$ cat src/rtl/insn_decode_seq.sv
// Instruction decoder with a registered valid/ready output stage, a hardware loop stack and sticky error status.
// Optional performance counters (perf_insn, perf_stall) are enabled by defining INSN_DECODE_PERF_CNT_EN.
module insn_decode_seq #(
    parameter int LOOP_DEPTH = 4,
    parameter int CNT_W      = 3,
    parameter int PC_W       = 16
) (
    input  logic                              clk,
    input  logic                              reset,
    input  logic                              in_valid,
    output logic                              in_ready,
    input  logic [17:0]                       in_insn,
    input  logic [PC_W-1:0]                   in_pc,
    output logic                              out_valid,
    input  logic                              out_ready,
    output logic [1:0]                        out_type,
    output logic [15:0]                       out_mem,
    output logic [15:0]                       out_proc,
    output logic [CNT_W:0]                    out_loop,
    output logic                              br_valid,
    output logic [PC_W-1:0]                   br_pc,
    output logic [$clog2(LOOP_DEPTH+1)-1:0]   loop_level,
    output logic                              error,
    output logic [1:0]                        err_code
`ifdef INSN_DECODE_PERF_CNT_EN
    ,
    output logic [31:0]                       perf_insn,
    output logic [31:0]                       perf_stall
`endif
);

    localparam int LVL_W = $clog2(LOOP_DEPTH + 1);
    localparam int IDX_W = (LOOP_DEPTH > 1) ? $clog2(LOOP_DEPTH) : 1;
    localparam int REM_W = CNT_W + 1;

    logic [PC_W-1:0]  stk_pc_q  [LOOP_DEPTH];
    logic [REM_W-1:0] stk_rem_q [LOOP_DEPTH];
    logic [LVL_W-1:0] level_q, level_d;

    logic             out_valid_q, out_valid_d;
    logic [1:0]       out_type_q;
    logic [15:0]      out_mem_q, out_proc_q;
    logic [CNT_W:0]   out_loop_q;
    logic             br_valid_q;
    logic [PC_W-1:0]  br_pc_q;
    logic             error_q;
    logic [1:0]       err_code_q;

    logic [4:0]       opcode;
    logic [CNT_W-1:0] field;
    logic             accept, stack_full, stack_empty;
    logic [LVL_W-1:0] lvl_m1;
    logic [IDX_W-1:0] top_idx, push_idx;
    logic [REM_W-1:0] top_rem;
    logic             load, push, pop, dec, br_n, err_n;
    logic [1:0]       typ_n, err_code_n;
    logic [15:0]      mem_n;
    logic [11:0]      unit_n;
    logic [3:0]       flags_n;
    logic [CNT_W:0]   loop_n;

    assign in_ready = !out_valid_q || out_ready;

    always_comb begin
        opcode      = in_insn[17:13];
        field       = in_insn[12 -: CNT_W];
        accept      = in_valid && in_ready;
        lvl_m1      = level_q - LVL_W'(1);
        top_idx     = lvl_m1[IDX_W-1:0];
        push_idx    = level_q[IDX_W-1:0];
        top_rem     = stk_rem_q[top_idx];
        stack_full  = (level_q == LVL_W'(LOOP_DEPTH));
        stack_empty = (level_q == '0);

        load       = 1'b0;
        push       = 1'b0;
        pop        = 1'b0;
        dec        = 1'b0;
        br_n       = 1'b0;
        err_n      = 1'b0;
        err_code_n = 2'b00;
        typ_n      = 2'b00;
        mem_n      = '0;
        unit_n     = '0;
        flags_n    = '0;
        loop_n     = '0;

        if (accept) begin
            case (opcode)
                5'd0:  begin load = 1'b1; typ_n = 2'b01; unit_n = 12'h800; end
                5'd1:  begin load = 1'b1; typ_n = 2'b01; unit_n = 12'h400; end
                5'd2:  begin load = 1'b1; typ_n = 2'b01; unit_n = 12'h200; end
                5'd3:  begin load = 1'b1; typ_n = 2'b01; unit_n = 12'h200; flags_n = 4'b1000; end
                5'd4:  begin load = 1'b1; typ_n = 2'b01; unit_n = 12'h400; flags_n = {in_insn[12], 3'b000}; end
                5'd5:  begin load = 1'b1; typ_n = 2'b01; unit_n = 12'h100; end
                5'd6:  begin load = 1'b1; typ_n = 2'b01; unit_n = 12'h080; end
                5'd7:  begin load = 1'b1; typ_n = 2'b01; unit_n = 12'h040; flags_n = {in_insn[12], 3'b000}; end
                5'd8:  begin load = 1'b1; typ_n = 2'b01; unit_n = 12'h020; flags_n = {in_insn[12], 3'b000}; end
                5'd9:  begin load = 1'b1; typ_n = 2'b01; unit_n = 12'h010; end
                5'd10: begin load = 1'b1; typ_n = 2'b01; unit_n = 12'h008; end
                5'd11: begin load = 1'b1; typ_n = 2'b01; unit_n = 12'h004; end
                5'd12: begin load = 1'b1; typ_n = 2'b01; unit_n = 12'h010; flags_n = 4'b0100; end
                5'd13: begin load = 1'b1; typ_n = 2'b01; unit_n = 12'h002; flags_n = in_insn[12:9]; end
                5'd14: begin load = 1'b1; typ_n = 2'b01; unit_n = 12'h001; flags_n = {in_insn[12:11], 2'b00}; end
                5'd15: begin
                    load  = 1'b1;
                    mem_n = {2'b10, in_insn[12:9], in_insn[8:7], in_insn[6:5], in_insn[4:3],
                             in_insn[2], in_insn[1], 2'b00};
                end
                5'd16: begin
                    load  = 1'b1;
                    mem_n = {2'b11, in_insn[12:9], 2'b00, in_insn[6:5], in_insn[4:3],
                             2'b00, in_insn[8:7]};
                end
                5'd17, 5'd18: begin
                    if (stack_full) begin
                        err_n      = 1'b1;
                        err_code_n = 2'b10;
                    end else begin
                        load   = 1'b1;
                        push   = 1'b1;
                        typ_n  = 2'b10;
                        loop_n = {(opcode == 5'd17), field};
                    end
                end
                5'd19: begin
                    if (stack_empty) begin
                        err_n      = 1'b1;
                        err_code_n = 2'b11;
                    end else if (top_rem > REM_W'(1)) begin
                        dec  = 1'b1;
                        br_n = 1'b1;
                    end else begin
                        pop = 1'b1;
                    end
                end
                default: begin
                    err_n      = 1'b1;
                    err_code_n = 2'b01;
                end
            endcase
        end

        // An accept without a load implies the old word was consumed or absent.
        if (load)           out_valid_d = 1'b1;
        else if (out_ready) out_valid_d = 1'b0;
        else                out_valid_d = out_valid_q;

        if (push)     level_d = level_q + LVL_W'(1);
        else if (pop) level_d = lvl_m1;
        else          level_d = level_q;
    end

    always_ff @(posedge clk) begin
        if (reset) begin
            out_valid_q <= 1'b0;
            out_type_q  <= '0;
            out_mem_q   <= '0;
            out_proc_q  <= '0;
            out_loop_q  <= '0;
            br_valid_q  <= 1'b0;
            br_pc_q     <= '0;
            level_q     <= '0;
            error_q     <= 1'b0;
            err_code_q  <= '0;
            for (int i = 0; i < LOOP_DEPTH; i++) begin
                stk_pc_q[i]  <= '0;
                stk_rem_q[i] <= '0;
            end
        end else begin
            out_valid_q <= out_valid_d;
            level_q     <= level_d;
            br_valid_q  <= br_n;
            if (load) begin
                out_type_q <= typ_n;
                out_mem_q  <= mem_n;
                out_proc_q <= {unit_n, flags_n};
                out_loop_q <= loop_n;
            end
            if (br_n) br_pc_q <= stk_pc_q[top_idx];
            if (push) begin
                stk_pc_q[push_idx]  <= in_pc + PC_W'(1);
                stk_rem_q[push_idx] <= REM_W'(field) + REM_W'(1);
            end
            if (dec) stk_rem_q[top_idx] <= top_rem - REM_W'(1);
            if (err_n && !error_q) begin
                error_q    <= 1'b1;
                err_code_q <= err_code_n;
            end
        end
    end

`ifdef INSN_DECODE_PERF_CNT_EN
    logic [31:0] perf_insn_q, perf_stall_q;

    always_ff @(posedge clk) begin
        if (reset) begin
            perf_insn_q  <= '0;
            perf_stall_q <= '0;
        end else begin
            if (accept)                     perf_insn_q  <= perf_insn_q + 32'd1;
            if (out_valid_q && !out_ready)  perf_stall_q <= perf_stall_q + 32'd1;
        end
    end

    assign perf_insn  = perf_insn_q;
    assign perf_stall = perf_stall_q;
`endif

    assign out_valid  = out_valid_q;
    assign out_type   = out_type_q;
    assign out_mem    = out_mem_q;
    assign out_proc   = out_proc_q;
    assign out_loop   = out_loop_q;
    assign br_valid   = br_valid_q;
    assign br_pc      = br_pc_q;
    assign loop_level = level_q;
    assign error      = error_q;
    assign err_code   = err_code_q;

endmodule

$ cat config.mk
export PLATFORM = sky130hd
export DESIGN_NAME = insn_decode_seq
export DESIGN_NICKNAME = d
export VERILOG_FILES = /design/src/rtl/insn_decode_seq.sv
export SDC_FILE = /design/constraint.sdc
export NUM_CORES = 1
export LEC_CHECK = 0
export ABC_AREA = 1
export CAP_MARGIN = 0
export CORE_MARGIN = 3
export CORE_UTILIZATION = 43
export DETAILED_ROUTE_END_ITERATION = 8
export PLACE_DENSITY = 0.74
export SETUP_SLACK_MARGIN = 0.05
export SLEW_MARGIN = 5
export SYNTH_ARGS = -nofsm -noshare
export SYNTH_HDL_FRONTEND = slang
export SYNTH_SLANG_ARGS = --single-unit
$ cat constraint.sdc
create_clock -name clk -period 7.46 [get_ports clk]
set_input_delay 1.492 -clock clk [delete_from_list [all_inputs] [get_ports clk]]
set_output_delay 1.492 -clock clk [all_outputs]
set_load 0.02 [all_outputs]
# Word level (Yosys, flattened, before mapping)

Memories as Yosys holds them, arrays and structs flattened. A register that Yosys moved wholly into a read port is not among the register bits.
Cells that the tools add are included.

Magnitude comparators: 1
Reductions and logical operators: 19
Equality and inequality tests: 20
Mux-type cells: 54
$add $sub $neg: 5

Operators by type and width:

| kind                                                                  | number |
|---|---|
| 12-bit case mux with 12 select lines                                  | 1 |
| 5-bit by 4-bit == test with 1-bit output (second input constant)      | 8 |
| 16-bit 2-to-1 mux                                                     | 2 |
| 16-bit case mux with 2 select lines                                   | 1 |
| 1-bit 2-to-1 mux                                                      | 28 |
| 4-bit 2-to-1 mux                                                      | 6 |
| 5-bit by 3-bit == test with 1-bit output (second input constant)      | 4 |
| 5-bit == test (second input constant)                                 | 4 |
| 4-bit case mux with 5 select lines                                    | 1 |
| 17-bit OR reduction                                                   | 1 |
| 16-bit by 1-bit adder with 16-bit output (second input constant)      | 1 |
| 2-bit 2-to-1 mux                                                      | 8 |
| 16-bit OR reduction                                                   | 1 |
| 15-bit OR reduction                                                   | 1 |
| 12-bit 2-to-1 mux                                                     | 1 |
| 5-bit by 2-bit == test with 1-bit output (second input constant)      | 2 |
| 2-bit OR reduction                                                    | 4 |
| 4-bit OR reduction                                                    | 2 |
| 3-bit 2-to-1 mux                                                      | 2 |
| 2-bit case mux with 3 select lines                                    | 1 |
| 5-bit by 1-bit == test with 1-bit output (second input constant)      | 1 |
| 5-bit zero test                                                       | 1 |
| 3-bit by 1-bit adder with 4-bit output (second input constant)        | 1 |
| 4-bit by 1-bit > comparator with 1-bit output (second input constant) | 1 |
| other kinds (13)                                                      | 16 |

Memory bits (writable): 80
Bits of input ports: 38
Memories kept: 2
Register bits: 46
Output and inout port bits: 63

Memory list:

| name      | words | width | rd ports | clocked after memory_dff | wr ports | line | source |
|---|---|---|---|---|---|---|---|
| stk_pc_q  | 4     | 16    | 1        | 1                        | 4        | 36   | `logic [PC_W-1:0] stk_pc_q [LOOP_DEPTH];` |
| stk_rem_q | 4     | 4     | 1        | 0                        | 4        | 37   | `logic [REM_W-1:0] stk_rem_q [LOOP_DEPTH];` |

# Depth between registers and ports, before layout

Gate-level depths: netlist of the first run.
An unclocked memory read counts as a cell.

Depth in word-level cells: 12
Depth in mapped cells: 19

# Worst setup path before layout of the first run

Ideal clock, no wire load.

Kind: input port to flip-flop
Start: in out_ready
End: mem stk_pc_q[3][0] (enable)
Path buffers: 0
Stages: 8
Arrival time: 3.043 ns
Slack: 4.029 ns
Setup time: 0.389 ns
Data required time: 7.071 ns
Cell sequence: inv_1 nand2_1 nand2_1 nor2_1 nand2_4 nand2_1 nand2_1 nor2_1

RTL lines:

| what               | line | source |
|---|---|---|
| start: declaration | 15   | `input logic out_ready,` |
| end: declaration   | 36   |  |

==> results of run 1 <==
-- power by group --
group | switching (mW) | internal, mW
clock | 0.308 | 0.516
combinational | 0.109 | 0.0642
sequential | 0.00995 | 0.852
total | 0.427 | 1.43
-- how the worst min path moves through the flow --
stage	end	slack, ns
after global routing	out_mem[1]	0.48
final	out_mem[1]	0.46
after CTS	out_mem[1]	0.46
after floorplan	out_mem[0]	0.54
after detailed placement	out_mem[1]	0.45
after global placement	out_proc[6]	0.45
-- placed cells by master, fill, tap and decap left out, types with 4 or more instances in the layout --
master	synthesis	layout
clkinv_2	0	5
nand4_1	10	10
o21ai_0	74	74
inv_1	52	52
a21oi_1	38	38
clkbuf_1	15	5
edfxtp_1	80	80
inv_2	4	4
ha_1	7	7
o22ai_1	17	17
nor2_1	169	168
or2_2	4	4
nand3_1	36	36
dfxtp_1	62	62
clkdlybuf4s50_1	0	99
nand3_2	4	4
xor2_1	8	8
nand2_1	105	105
o21ai_1	5	5
clkbuf_16	0	17
nand2_4	4	4
o211ai_1	5	5
a31oi_1	4	4
-- per-layer routing --
metal	vias to the layer above	track usage	routed length [µm]
li1	2663	-	-
met1	2561	0.2777	7355
met2	202	0.3329	8109
met3	37	0.03751	925
met4	0	0.08338	419
met5	-	0	0
-- kinds of logic after synthesis --
logic type      Yosys count
simple gates            344
compound gates          147
flops                   142
buf+inv                  92
xor+xnor                 11
fa+ha+maj                 7
-- flip-flops by register name, indices dropped and copies added (netlist names) --
name and flops:
stk_pc_q 64, br_pc 16, out_mem 16, out_proc 16, stk_rem_q 16, out_loop 4
loop_level 3, err_code 2, out_type 2, br_valid 1, error 1, out_valid 1
-- worst min-delay path, cell delays in order (launching register included) --
cell	delay (ns)
dfxtp_1	0.30
nand2_1	0.06
a21oi_1	0.05
-- layout make-up --
cell class	count	area [µm²]
fill	1264	6550
sequential	142	3643
timing repair buffer	102	1013
multi-input combinational	509	2467
tap	184	230.2
clock inverter	7	85.08
inverter	59	224.0
clock buffer	25	485.5
==> results.json, run 1 <==
{
  "cts_tree": "yes",
  "cts.clk_slew.worst_paths_ns": 0.06,
  "path_cells": "inv_2, ha_1, inv_1, nand3_1, nand2_1, ha_1, or2_2, nand3_2, nand2_2, inv_2, o21ai_0, nor2_1",
  "slew_viol_final": 0,
  "tightest_slew_ns": 0.9967,
  "yosysTopAreaCell": "edfxtp_1",
  "fmax_ghz": 0.2005,
  "drive_gt1_frac": 0.06635,
  "wire_per_inst_um": 16.35,
  "yosysSeqAreaShare": 0.5591,
  "synth_adder_area_share": 0.01344,
  "status": "finished, final reports clean",
  "antenna_found_initial": 0,
  "syn_nets": 788,
  "crit_cells": 12,
  "dpl_worst_slack_ns": 2.535,
  "ys_top_cells_by_count": "169 x nor2_1, 105 x nand2_1, 80 x edfxtp_1, 74 x o21ai_0, 62 x dfxtp_1",
  "dp.cells": 996,
  "async_reset_ff_frac": 0,
  "syn_to_final_growth_pct": 25.06,
  "drt_pass1_iterations": 5,
  "ys_seq_elements": 142,
  "cts_buffer_depth": 2,
  "cts_buffers": 17,
  "p_per_area_nw_per_um2": 228.1,
  "dieArea_um2": 16670,
  "yosysMostFrequentCell": "nor2_1",
  "clock_latency_ns": 0.42,
  "grtUsageTotal": 0.2068,
  "min_from": "out_mem[1]",
  "synth_edf_count": 80,
  "synth_compound_area_frac": 0.1204,
  "synth_cell_type_count": 37,
  "coreArea_um2": 14700,
  "syn_area_per_cell_um2": 8.770,
  "layout_min_cycle_time_ns": 4.989,
  "worst-setup-path-type": "reg -> reg",
  "synth_top_family_by_area": "simple AND/OR/NAND/NOR gates",
  "total_power_mw": 1.859,
  "clockRootBuffer": "clkbuf_16",
  "critPathBufInv": 3,
  "routabilityCongestion": 0.8765,
  "grt_pass1_wl_um": 26740,
  "whs_path_depth": 2,
  "clock_skew_ns": 0.004057,
  "endpoint": "stk_rem_q[3][3]",
  "port_buffers": 99,
  "setup_tns_ns": 0,
  "timing.final.ws_setup_ns": 2.471,
  "yosys.area_share.simple": 0.2296,
  "syn-cell-area_um2": 6516,
  "crit_family": "buffers and inverters",
  "crit_path_end_kind": "flop",
  "period_share": 0.6687,
  "worst_r2r_startpoint": "loop_level[0]",
  "clock_sinks": 142,
  "grt_pass1_vias": 5325,
  "rsz0062_at_grt": "false",
  "ys.flop_type": "edfxtp_1",
  "overflow": 0,
  "synthMuxAreaShare": 0,
  "cts_setup_buffers": 0,
  "synthCells": 743,
  "hold_path_class": "reg -> reg",
  "ant_nets": 0,
  "synthTopCellsByArea": "edfxtp_1 37%, dfxtp_1 19%, nor2_1 9.7%",
  "synth_top_area_share": 0.3687,
  "startpoint": "loop_level[0]",
  "die_height_um": 129.1,
  "vias_per_cell": 5.314,
  "hold_viol_final": 0,
  "drt_iter0_drc": 430,
  "nNetsFinal": 876,
  "drv_cap": 0,
  "final_core_util": 0.5544,
  "dieWidth_um": 129.1,
  "max-slew-margin-rel": 0.3348,
  "r2r_slack_ns": 2.47,
  "num_antenna_cells": 0,
  "startpoint_type": "flop",
  "grt_max_degree": 48,
  "rows": 44,
  "cp_max_fo": 47,
  "holdWs_ns": 0.4636,
  "placed_cell_area_um2": 7579,
  "final_area_um2": 8149,
  "num_vias": 5463,
  "crit_path_max_incr_delay_ns": 0.84,
  "p_leak_nw": 3.233,
  "htree_levels": 4,
  "io_pins": 101,
  "critPathRequiredTime_ns": 7.54,
  "rr_worst_depth": 12,
  "dp_hpwl_um": 10820,
  "ctsResizeCount": 0,
  "routed_wl_um": 16810,
  "final_cells": 1028,
  "initial_core_util": 0.4433,
  "arrival_ns": 5.07,
  "vdd_drop_max_uv": 136.0,
  "postCtsHoldBufs": 0,
  "setup_violations": 0,
  "yosysWarnings": 0,
  "synth-xor-area-share": 0.01478,
  "rr_endpoint": "stk_rem_q[3][3]",
  "drc_errors": 0,
  "critical-path-slowest-cell": "ha_1"
}
Power figures use the tool's default switching activity.
==> inputs of run 2 (changes only) <==
clock period = 5 ns   (was 7.46 ns; I/O delays follow)
==> run 2 against run 1 <==
Net effect:
- non-clock buffer count rose by 8
- die area did not move
- worst setup slack got worse by 1.3 ns
- routed wire length fell by 1.2%
- fmax rose by 30%
- total power rose by 52%
- utilization rose by 0.61 points
- first-iteration DRC count rose by 24%
- final cell count rose by 0.78%
- via count fell by 0.26%
- clock power rose by 57%
- critical endpoint is now stk_rem_q[3][0]
- largest cell class unchanged
- highest routed layer unchanged
==> results.json, run 2 (same netlist as run 1, synthesis figures left out) <==
{
  "endpoint": "stk_rem_q[3][0]",
  "cts.clk_slew.worst_paths_ns": 0.06,
  "cp_max_fo": 21,
  "rsz0062_at_grt": "false",
  "setup_violations": 0,
  "vias_per_cell": 5.260,
  "htree_levels": 4,
  "coreArea_um2": 14700,
  "final_area_um2": 8239,
  "postCtsHoldBufs": 0,
  "p_switching_mw": 0.6616,
  "grt_pass1_vias": 5150,
  "vdd_drop_max_uv": 232.4,
  "worst-setup-path-type": "reg -> reg",
  "die_height_um": 129.1,
  "rr_worst_depth": 14,
  "p_comb_frac": 0.092,
  "routed_wl_um": 16610,
  "multiInputGateArea_um2": 2465,
  "clock_sinks": 142,
  "cts_buffer_depth": 2,
  "fillCellCount": 1247,
  "intPower_mw": 2.172,
  "wire_per_inst_um": 16.03,
  "r2r_slack_ns": 1.15,
  "switching_share": 0.2335,
  "status": "finished, final reports clean",
  "dieArea_um2": 16670,
  "initial_core_util": 0.4433,
  "grt_pass1_wl_um": 26120,
  "ctsResizeCount": 0,
  "crit_path_end_kind": "flop",
  "drive_gt1_frac": 0.07746,
  "dp_hpwl_um": 10920,
  "holdWs_ns": 0.4623,
  "startpoint": "loop_level[1]",
  "tightest_slew_ns": 0.8301,
  "io_pins": 101,
  "num_antenna_cells": 0,
  "cts_setup_buffers": 0,
  "critPathRequiredTime_ns": 5.07,
  "slew_viol_final": 0,
  "nNetsFinal": 884,
  "cts_buffers": 17,
  "p_per_area_nw_per_um2": 343.9,
  "grtUsageTotal": 0.2006,
  "hold_path_class": "reg -> reg",
  "drt_iter0_drc": 535,
  "dpl_worst_slack_ns": 1.194,
  "drt_pass1_iterations": 5,
  "seqPwrFrac": 0.454,
  "timing.final.ws_setup_ns": 1.154,
  "routabilityCongestion": 0.8920,
  "total_power_mw": 2.833,
  "clockPowerShare": 0.454,
  "worst_r2r_startpoint": "loop_level[1]",
  "clock_skew_ns": 0.008513,
  "hold_viol_final": 0,
  "port_buffers": 99,
  "fmax_ghz": 0.2600,
  "syn_to_final_growth_pct": 26.44,
  "cts_tree": "yes",
  "startpoint_type": "flop",
  "max-slew-margin-rel": 0.4453,
  "ant_nets": 0,
  "register_area_um2": 3643,
  "clock_latency_ns": 0.42,
  "rows": 44,
  "clockRootBuffer": "clkbuf_16",
  "dieWidth_um": 129.1,
  "placed_cell_area_um2": 7636,
  "layout_commonest_cell": "nor2_1",
  "setup_tns_ns": 0,
  "rr_endpoint": "stk_rem_q[3][0]",
  "grt_max_degree": 47,
  "antenna_found_initial": 0,
  "regMostFlops": "stk_pc_q",
  "final_cell_mix": "169 x nor2_1, 105 x nand2_1, 99 x clkdlybuf4s50_1, 80 x edfxtp_1, 74 x o21ai_0",
  "drc_errors": 0,
  "largest_reg_flops": 64,
  "drv_cap": 0,
  "p_leak_nw": 3.277,
  "num_vias": 5449,
  "layout_min_cycle_time_ns": 3.846,
  "arrival_ns": 3.92,
  "period_share": 0.7692,
  "overflow": 0
}
## run 2: cell types whose count changed in the layout (fill, tap and decap cells not counted)
| cell | delta |
|---|---|
| nor2_1 | +1 |
| clkinvlp_4 | +2 |
| buf_4 | +8 |
| clkinv_2 | -3 |
| inv_4 | +1 |
| nor2_2 | -1 |
| clkinv_4 | +1 |
| clkbuf_8 | -2 |
| inv_6 | +3 |
| clkbuf_1 | -3 |
| bufinv_16 | +1 |
## run 2: cell type report
cell class	count	share of cell area
clock buffers	20	0.05421
inverters	59	0.02718
repair buffers	110	0.1303
well taps	184	0.02794
flip-flops and latches	142	0.4422
clock inverters	12	0.01898
multi-input cells	509	0.2992
## run 2: power by group through the flow
stage	clock network [mW]	logic, mW	registers (mW)
floorplan	0	0.127	1.33
global placement	0	0.255	1.31
detailed placement	0	0.259	1.31
CTS	1.30	0.261	1.29
global route	1.35	0.286	1.29
finish	1.29	0.261	1.29
## run 2: worst max-delay path, stage by stage (launching register included)
cell and delay, ns:
dfxtp_1 0.40, inv_1 0.12, ha_1 0.47, inv_1 0.11, buf_4 0.26, nand3_1 0.11, nand2_1 0.17, inv_1 0.08
ha_1 0.18, or2_2 0.32, nand3_2 0.13, nand2_2 0.27, inv_2 0.38, o21ai_0 0.14, nor2_1 0.34
## run 2: per-stage QoR
stage	utilization	std cells
finish	0.5605	1036
global route	0.5605	1036
CTS	0.5605	1036
detailed placement	0.5195	1004
global placement	0.5195	1004
floorplan	-	743
## run 2: worst min-delay path by stage
stage                 start           end  slack, ns  cells past startpoint
2_1_floorplan    out_mem[0]    out_mem[0]       0.54                      2
3_3_place_gp    out_proc[6]   out_proc[6]       0.45                      2
3_5_place_dp   out_proc[11]  out_proc[11]       0.45                      2
4_1_cts        out_proc[11]  out_proc[11]       0.46                      2
5_1_grt          out_mem[5]    out_mem[5]       0.49                      2
6_report       out_proc[11]  out_proc[11]       0.46                      2
## run 2: per-layer routing
layer / wire [µm] / global-route usage / up-vias
met4: 434 / 0.07906 / 0
met5: 0 / 0 / -
li1: - / - / 2688
met2: 7928 / 0.3155 / 161
met3: 874 / 0.04699 / 37
met1: 7370 / 0.2695 / 2563
==> inputs of run 3 (changes only) <==
PLACE_DENSITY = 0.77   (was 0.74)
clock period = 3.5 ns   (was 5 ns; I/O delays follow)
==> run 3 against run 2 <==
Net effect:
- critical endpoint is now stk_rem_q[3][2]
- sequential power up 43%
- first-iteration DRC count down 9.7%
- register-to-register slack worse by 0.59 ns
==> results.json, run 3 (same netlist as run 1, synthesis figures left out) <==
{
  "largest_reg_flops": 64,
  "drv_cap": 0,
  "r2r_slack_ns": 0.56,
  "clock_sinks": 142,
  "startpoint_type": "flop",
  "slew_viol_final": 0,
  "final_cells": 1046,
  "die_height_um": 129.1,
  "final_cell_mix": "169 x nor2_1, 105 x nand2_1, 99 x clkdlybuf4s50_1, 80 x edfxtp_1, 74 x o21ai_0",
  "grt_pass1_wl_um": 25680,
  "hold_viol_final": 0,
  "whs_path_depth": 2,
  "fmax_ghz": 0.3406,
  "worst_r2r_startpoint": "loop_level[1]",
  "final_area_um2": 8253,
  "initial_core_util": 0.4433,
  "min_from": "out_mem[1]",
  "vias_per_cell": 5.234,
  "grt_max_degree": 47,
  "routed-wl-met3_um": 769,
  "ctsResizeCount": 0,
  "period_share": 0.8389,
  "coreArea_um2": 14700,
  "wl_met2_um": 7858,
  "overflow": 0,
  "drive_gt1_frac": 0.08585,
  "fillCellCount": 1241,
  "cts_buffers": 17,
  "p_per_area_nw_per_um2": 463.2,
  "regMostFlops": "stk_pc_q",
  "worst-setup-path-type": "reg -> reg",
  "routabilityCongestion": 0.8902,
  "placed_cell_area_um2": 7724,
  "syn_to_final_growth_pct": 26.65,
  "rows": 44,
  "num_vias": 5475,
  "setup_violations": 0,
  "cts_setup_buffers": 0,
  "clock_latency_ns": 0.42,
  "cts_tree": "yes",
  "max-slew-margin-rel": 0.6704,
  "status": "finished, final reports clean",
  "register_area_um2": 3643,
  "ant_nets": 0,
  "tightest_slew_ns": 0.4939,
  "crit_path_max_incr_delay_ns": 0.34,
  "wl_met1_um": 6976,
  "routed_wl_um": 16160,
  "cts.clk_slew.worst_paths_ns": 0.06,
  "path_cells": "inv_1, ha_1, buf_4, nand3_1, nand2_1, inv_1, ha_1, or2_2, nand3_2, nand2_2, inv_2, o21ai_0, nor2_1",
  "grt_pass1_vias": 5208,
  "wire_per_inst_um": 15.45,
  "dp_hpwl_um": 11150,
  "grtUsageTotal": 0.1970,
  "rr_worst_depth": 13,
  "drc_errors": 0,
  "multiInputGateArea_um2": 2465,
  "cp_max_fo": 17,
  "dp.cells": 1014,
  "drt_iter0_drc": 483,
  "highest_layer": "met4",
  "dieArea_um2": 16670,
  "critPathRequiredTime_ns": 3.58,
  "io_pins": 101,
  "layout_commonest_cell": "nor2_1",
  "nNetsFinal": 894,
  "rr_endpoint": "stk_rem_q[3][2]",
  "clock_skew_ns": 0.007084,
  "postCtsHoldBufs": 0,
  "clockRootBuffer": "clkbuf_16",
  "port_buffers": 99,
  "critical-path-slowest-cell": "ha_1",
  "num_antenna_cells": 0,
  "rsz0062_at_grt": "false",
  "setup_tns_ns": 0,
  "vdd_drop_max_uv": 336.2,
  "layout_min_cycle_time_ns": 2.936,
  "dieWidth_um": 129.1,
  "crit_path_end_kind": "flop",
  "cts_buffer_depth": 2,
  "whs_endpoint": "out_mem[1]",
  "hold_path_class": "reg -> reg",
  "p_leak_nw": 3.301,
  "drt_pass1_iterations": 5,
  "arrival_ns": 3.01,
  "antenna_found_initial": 0,
  "htree_levels": 4
}
==> run 3: cell count changes in the layout (fill, tap and decap cells not counted) <==
cell       previous run  this run
clkinv_1              2         3
buf_12                0         1
inv_6                 3         1
bufinv_16             3         0
clkbuf_16            17        18
clkbuf_1              2         3
clkinv_2              2         5
buf_4                11        20
clkbuf_8              1         0
==> run 3: metrics by stage <==
step             util  hold WS [ns]  power (mW)  setup slack (ns)
2_1_floorplan       -        0.5369       2.077            0.1552
3_3_place_gp   0.5255        0.4480       2.241            0.4086
3_5_place_dp   0.5255        0.4515       2.247            0.3860
4_1_cts        0.5615        0.4611       3.830            0.5495
5_1_grt        0.5615        0.4821       3.942            0.3533
6_report       0.5615        0.4625       3.823            0.5639
==> run 3: worst max-delay path by stage <==
stage,slack (ns),to,cells after the start,start
2_1_floorplan,0.16,stk_rem_q[3][0],17,loop_level[0]
3_3_place_gp,0.41,stk_pc_q[0][11],12,in_insn[14]
3_5_place_dp,0.39,stk_pc_q[0][7],12,in_insn[14]
4_1_cts,0.55,stk_rem_q[3][2],13,loop_level[1]
5_1_grt,0.35,stk_rem_q[3][1],13,loop_level[1]
6_report,0.56,stk_rem_q[3][2],13,loop_level[1]
==> run 3: where the power goes <==
part           switching [mW]  total (mW)  internal, mW
logic                   0.230       0.379         0.149
registers              0.0210        1.84          1.82
clock network           0.667        1.61         0.940
total                   0.918        3.82          2.90
==> run 3: layout make-up <==
type                            instances  area share
Clock buffer                           21     0.05594
Clock inverter                         11    0.008187
Inverter                               59     0.02714
Multi-Input combinational cell        509      0.2987
Sequential cell                       142      0.4415
Tap cell                              184     0.02790
Timing Repair Buffer                  120      0.1407
==> run 3: worst max-delay path, delay by kind of cell, from the launching register on <==
family	cells	cell delay, ns
fa+ha+maj	2	0.51
buf+inv	4	0.47
compound gates	1	0.08
flops	1	0.32
simple gates	6	1.22
==> run 3: routing by layer <==
| layer | vias to the layer above | GRT usage |
|---|---|---|
| met4 | 0 | 0.1013 |
| met5 | - | 0 |
| li1 | 2705 | - |
| met3 | 42 | 0.03586 |
| met1 | 2580 | 0.2509 |
| met2 | 148 | 0.3220 |
